## src/rtl/estagio_execucao.sv

```systemverilog
// Execute stage: latches one decoded operation, drives the external ALU, waits
// out long-op latency and hands the result and flags to writeback.
module estagio_execucao #(
  parameter int LAT_LONGA  = 4,
  parameter int REG_ADDR_W = 3
) (
  input  logic                  clk,
  input  logic                  rst,
  input  logic                  descarta,
  input  logic                  ent_valido,
  output logic                  ent_pronto,
  input  logic [3:0]            ent_operacao,
  input  logic [7:0]            ent_A,
  input  logic [7:0]            ent_B,
  input  logic [REG_ADDR_W-1:0] ent_destino,
  input  logic                  ent_grava_flags,
  output logic [7:0]            alu_A,
  output logic [7:0]            alu_B,
  output logic [3:0]            alu_operacao,
  input  logic [7:0]            alu_resultado,
  input  logic [7:0]            alu_flags,
  output logic                  sai_valido,
  input  logic                  sai_pronto,
  output logic [7:0]            sai_resultado,
  output logic [REG_ADDR_W-1:0] sai_destino,
  output logic [7:0]            sai_flags,
  output logic [7:0]            status,
  output logic                  ocupado
);

  typedef enum logic [1:0] {OCIOSO, EXECUTA, ENTREGA} estado_t;

  localparam logic [3:0] CARGA_LONGA = 4'(LAT_LONGA - 1);

  estado_t               estado;
  logic [3:0]            contador;
  logic [REG_ADDR_W-1:0] destino_q;
  logic                  grava_flags_q;
  logic                  aceita;
  logic                  carry_valido;
  logic [7:0]            flags_mascaradas;

  function automatic logic op_longa(input logic [3:0] op);
    return (op == 4'b1000) || (op == 4'b1001) || (op == 4'b1010);
  endfunction

  assign ent_pronto = !rst && !descarta &&
                      ((estado == OCIOSO) || ((estado == ENTREGA) && sai_pronto));
  assign aceita     = ent_valido && ent_pronto;
  assign sai_valido = (estado == ENTREGA);
  assign ocupado    = (estado != OCIOSO);

  // Only add and subtract produce a meaningful carry; anything else is stale.
  assign carry_valido     = (alu_operacao == 4'b0000) || (alu_operacao == 4'b0001);
  assign flags_mascaradas = {alu_flags[7:6], alu_flags[5] & carry_valido, alu_flags[4:0]};

  always_ff @(posedge clk or posedge rst) begin
    if (rst) begin
      estado        <= OCIOSO;
      contador      <= '0;
      destino_q     <= '0;
      grava_flags_q <= 1'b0;
      alu_A         <= '0;
      alu_B         <= '0;
      alu_operacao  <= '0;
      sai_resultado <= '0;
      sai_destino   <= '0;
      sai_flags     <= '0;
      status        <= '0;
    end else if (descarta) begin
      estado   <= OCIOSO;
      contador <= '0;
    end else begin
      case (estado)
        OCIOSO: ;
        EXECUTA: begin
          if (contador != 4'd0) begin
            contador <= contador - 4'd1;
          end else begin
            sai_resultado <= alu_resultado;
            sai_destino   <= destino_q;
            sai_flags     <= flags_mascaradas;
            estado        <= ENTREGA;
          end
        end
        ENTREGA: begin
          if (sai_pronto) begin
            if (grava_flags_q) status <= sai_flags;
            estado <= OCIOSO;
          end
        end
        default: estado <= OCIOSO;
      endcase

      // Acceptance overrides the ENTREGA->OCIOSO move so back-to-back ops chain.
      if (aceita) begin
        alu_operacao  <= ent_operacao;
        alu_A         <= ent_A;
        alu_B         <= ent_B;
        destino_q     <= ent_destino;
        grava_flags_q <= ent_grava_flags;
        contador      <= op_longa(ent_operacao) ? CARGA_LONGA : 4'd0;
        estado        <= EXECUTA;
      end
    end
  end

endmodule

```

## config.mk

```make
export PLATFORM = sky130hd
export DESIGN_NAME = estagio_execucao
export DESIGN_NICKNAME = d
export VERILOG_FILES = /design/src/rtl/estagio_execucao.sv
export SDC_FILE = /design/constraint.sdc
export NUM_CORES = 1
export LEC_CHECK = 0
export ABC_AREA = 0
export CORE_MARGIN = 2
export CORE_UTILIZATION = 45
export DETAILED_ROUTE_END_ITERATION = 10
export PLACE_DENSITY = 0.88
export REMOVE_ABC_BUFFERS = 1
export SETUP_SLACK_MARGIN = 0.15
export SKIP_LAST_GASP = 1
export SYNTH_ARGS = -nofsm -noshare
export SYNTH_HDL_FRONTEND = slang
export SYNTH_SLANG_ARGS = --single-unit
export TNS_END_PERCENT = 5
```

## constraint.sdc

```tcl
create_clock -name clk -period 4.5 [get_ports clk]
set_input_delay 0.9 -clock clk [delete_from_list [all_inputs] [get_ports clk]]
set_output_delay 0.9 -clock clk [all_outputs]
set_load 0.01 [all_outputs]
```

==> impl_summary.md <==
Timing
After layout, the worst setup slack is roughly 1.0 ns. The worst-case headroom to the max-slew limit is 34.0%. The max-slew violation count is 0. The transition time at the pin with the least slew margin is between 0.9 and 1 ns. On the final layout, the worst clock skew is ~0.0094 ns. The worst path in the final design needs a cycle of 3.48 ns, including I/O delays and setup. Setup repair after global routing left no endpoint under its margin. Of the available clock period, the critical path in the final layout requires 77.4%. The hold violation count in the final report is 0.

The maximum clock frequency is about 0.29 GHz. Setup total negative slack on the finished layout was measured at 0 ns. Setup violations remaining at the end of the flow were counted as 0.

Power and ir drop
Of the total power, the share spent switching nets is ~26%. Power spread over the standard cell area amounts to about 470 mW/mm². The internal portion of the total power is between 0.001 and 0.0015 W. The power share of the clock group is a little over a quarter. The switching power total is roughly 0.00044 W. The sequential power share is 42.1%. The worst IR drop on VDD is around 0.00033 V. The part of the power in combinational logic is a little under a third. The analysis attributes to cell leakage a power of around 1.6 nW.

Clock network
The CTS root buffer is sky130_fd_sc_hd__clkbuf_8. The maximum root-to-sink buffer count is 2. The clock net in this run drives a total of 57 sinks.

The maximum level of the CTS H-tree is 3. The number of clock buffers inserted by TritonCTS is 9. In this run, post-CTS hold repair placed 0 buffers. The number of instances resized during post-cts repair is 0. The number of buffers inserted to repair setup after CTS is 0. Clock latency on the worst-skew pair, taken at its later pin, is roughly 0.32 ns. After clock tree synthesis, the clock-pin slew on the worst setup and hold paths is approximately 0.06 ns. The clock tree from TritonCTS is done.

Layout
The area added between synthesis and finish is 48.5%. The share of the core filled with cells is between 60 and 70%. Fill cells in the final layout number between 400 and 500. Cells with a size suffix above 1 make up 27.6% of the layout.

The net count of the finished layout is ~300. The area occupied by multi-input gates is about 910 µm². The repair_antennas step left the layout with diodes totalling 0. The sequential cell area is 0.00143 mm². The cell area after layout is between 0.003 and 0.004 mm². Excluding fillers, the count of instances in the completed layout stands at 331.

Yosys
The number of warnings printed during yosys synthesis is 0. The cell count after synthesis came out at 156. The simple-gate area share of the yosys netlist is 7.42%. Yosys mapped the design onto 31 distinct sky130hd cell types. In this run, synthesis produced a sequential element count of 57. Summing the areas of all fa, ha and maj instances in the mapped netlist gives 1.04% of the synthesized area. The sequential share of the synthesized area is a little under 60%. The portion of netlist area occupied by mux cells is a little over a quarter. The complex-gate fraction of the synthesized area is about 2.4%. Among all flip-flop cells after synthesis, the most frequent one is sky130_fd_sc_hd__dfrtp_1. After synthesis, the largest family of logic cells by area is multiplexers.

Dividing the synthesized area by the synthesized cell count gives between 15 and 20 µm². In this run, synthesis inferred 0 flip-flops with an integrated enable. In the synthesized netlist the async set-or-reset flop fraction comes to between 90% and 100%. The mapped netlist covers between 0.002 and 0.0025 mm².

Summing the areas of all xor and xnor instances in the mapped netlist gives less than 1% of the synthesized area.

Placement
The area after detailed placement is 0.00339 mm². The cell total after placement is roughly 320. The count of input and output buffers is 94. The detailed placer's ending HPWL is between 3000 and 4000 µm.

At the end of routability-driven placement, the weighted congestion stood at between 0.7 and 0.8. At the placement stage, the worst setup path has a slack of 1.03 ns.

Worst setup path
Among the stages of the critical path, the cell type that occurs most often is sky130_fd_sc_hd__clkdlybuf4s50_1. The worst setup path is captured at a primary output. The worst path buffer plus inverter count is 2. The worst setup path is launched from an input pin. On the worst path, the slowest cell contributes a delay of approximately 0.65 ns. The signal on the critical path passes through clkdlybuf4s50_1 -> nor4_1 -> clkdlybuf4s50_1.

Along the worst path, the maximum fanout reaches 10. The slowest stage of the critical path belongs to the cell sky130_fd_sc_hd__clkdlybuf4s50_1. The cell type group with the largest total delay on the critical path is buffers and inverters.

The required time reported for the critical path endpoint is 3.60 ns. The classification of the worst setup path is input pin to primary output. The arrival time of data at the critical path endpoint is 2.58 ns.

GRT
The first global-routing pass estimated between 8000 and 9000 µm of wire. The global-route congestion overflow total is 0. Global routing consumed, over all layers together, a little under a fifth of the routing resources. The via count of the first global-routing pass is roughly 1,800. Entering global routing, the biggest net connects a little over 40 pins. The number of antenna violations at the first check in global routing came to 0.

Routing
The initial DRC count is 28. Wires add up to roughly 5000 µm. The wire length per cell after detailed routing is ~15 µm. The detailed-routed wire length on met2 is between 2000 and 2500 µm. In the routed layout, each cell is associated on average with a via count of 4.86.

For this run, design rule violations remaining after detail routing come to 0. The highest signal layer in the routed design is met4. The via total after detailed routing is 1,609. The number of search-and-repair iterations in the first detailed-routing pass is 4. In the detailed route, the total length drawn on met3 is around 330 µm.

The count of antenna-violating nets left after detailed routing is 0. The met1 layer wirelength in the final routing is 2090 µm.

Floorplanning
The initial cell density of the core is 46.9%. The total die area is approximately 0.0060 mm². 95 I/O pins were placed. Measured along the x axis, the die boundary spans slightly below 80 µm. The number of placement rows is 26. In this run the standard cell core region covers ~0.005 mm². The die span in y is a little under 80 µm.

Flow run
Max-cap violations in this run came to 0.

Outcome
The flow ran to the end, and the final reports show no timing, DRC or antenna violations.

Min path
In this run the worst hold path is classified as register to register.
worst register-to-register path, cell delays in order, from the launching register on:
cell                       delay [ns]
sky130_fd_sc_hd__dfrtp_1         0.41
sky130_fd_sc_hd__inv_1           0.09
sky130_fd_sc_hd__ha_1            0.15
sky130_fd_sc_hd__nor3b_1         0.37
sky130_fd_sc_hd__nand3b_1        0.76
sky130_fd_sc_hd__mux2_2          0.56
synthesized netlist by cell type, types with 2 or more instances:
cell type                  instances  area (µm²)
sky130_fd_sc_hd__clkbuf_1          2        7.51
sky130_fd_sc_hd__dfrtp_1          57        1430
sky130_fd_sc_hd__nand3_1           2        10.0
sky130_fd_sc_hd__a21oi_1           3        15.0
sky130_fd_sc_hd__nand3b_1          2        15.0
sky130_fd_sc_hd__ha_1              2        25.0
sky130_fd_sc_hd__nand2_1           3        11.3
sky130_fd_sc_hd__a211oi_1          2        15.0
sky130_fd_sc_hd__inv_1             5        18.8
sky130_fd_sc_hd__nor2_1            2        7.51
sky130_fd_sc_hd__buf_12            2        40.0
sky130_fd_sc_hd__buf_2             2        10.0
sky130_fd_sc_hd__mux2_4           20         300
sky130_fd_sc_hd__nor2b_1           2        12.5
sky130_fd_sc_hd__nor3_1            5        25.0
sky130_fd_sc_hd__mux2_2           30         338
registers in the layout (all words and copies together), names as in the netlist:
register	count
destino_q	3
sai_flags	8
grava_flags_q	1
alu_operacao	4
alu_B	8
contador	4
status	8
sai_resultado	8
sai_destino	3
estado	2
alu_A	8
per-layer routing:
metal / GRT usage, % / up-vias
li1: - / 752
met1: 23.1 / 794
met2: 29.9 / 58
met3: 5.29 / 5
met4: 8.04 / 0
met5: 0 / -
cells by family after synthesis:
logic type      after synthesis
compound gates                9
simple gates                 26
fa+ha+maj                     2
xor+xnor                      1
flops                        57
buf+inv                      11
mux                          50
layout by cell type (no fill, tap or decap), types with 2 or more instances in the layout:
| cell type | synthesis | layout |
|---|---|---|
| sky130_fd_sc_hd__clkdlybuf4s50_1 | 0 | 94 |
| sky130_fd_sc_hd__dfrtp_1 | 57 | 57 |
| sky130_fd_sc_hd__mux2_2 | 30 | 30 |
| sky130_fd_sc_hd__mux2_4 | 20 | 20 |
| sky130_fd_sc_hd__clkbuf_8 | 0 | 13 |
| sky130_fd_sc_hd__nor3_1 | 5 | 5 |
| sky130_fd_sc_hd__inv_1 | 5 | 4 |
| sky130_fd_sc_hd__nand2_1 | 3 | 3 |
| sky130_fd_sc_hd__a21oi_1 | 3 | 3 |
| sky130_fd_sc_hd__nor2_1 | 2 | 2 |
| sky130_fd_sc_hd__nor2b_1 | 2 | 2 |
| sky130_fd_sc_hd__nand3b_1 | 2 | 2 |
| sky130_fd_sc_hd__nand3_1 | 2 | 2 |
| sky130_fd_sc_hd__a211oi_1 | 2 | 2 |
| sky130_fd_sc_hd__ha_1 | 2 | 2 |
| sky130_fd_sc_hd__clkinv_2 | 0 | 2 |
cell type report:
cell class / count / share of cell area (%)
clock buffers: 14 / 5.10
clock inverters: 2 / 0.279
inverters: 5 / 0.524
multi-input cells: 88 / 25.4
flip-flops and latches: 57 / 39.8
well taps: 70 / 2.44
repair buffers: 95 / 26.5
per-stage QoR:
stage          power, W  hold WS, ns
4_1_cts         0.00172        0.506
6_report        0.00169        0.499
3_5_place_dp    0.00126        0.491
2_1_floorplan  0.000939        0.477
5_1_grt         0.00178        0.525
3_3_place_gp    0.00124        0.486
power groups by stage:
| stage | clock (W) | sequential, W | combinational, W |
|---|---|---|---|
| 2_1_floorplan | 0 | 0.000771 | 0.000168 |
| 3_3_place_gp | 0 | 0.000715 | 0.000529 |
| 3_5_place_dp | 0 | 0.000723 | 0.000537 |
| 4_1_cts | 0.000461 | 0.000715 | 0.000540 |
| 5_1_grt | 0.000483 | 0.000732 | 0.000569 |
| 6_report | 0.000447 | 0.000713 | 0.000532 |
final timing paths:
| path | from | end | slack, ns | cells after the start |
|---|---|---|---|---|
| hold / removal | destino_q[2] | sai_destino[2] | 0.50 | 1 |
| min in group asynchronous | rst | contador[2] | 1.16 | 2 |
| setup reg to reg | contador[0] | sai_resultado[6] | 2.03 | 5 |
| max in group asynchronous | rst | alu_B[4] | 2.57 | 3 |
| setup / recovery | descarta | ent_pronto | 1.02 | 3 |
| hold reg to reg | destino_q[2] | sai_destino[2] | 0.50 | 1 |
Note: power is estimated with default switching activity, not from simulation.
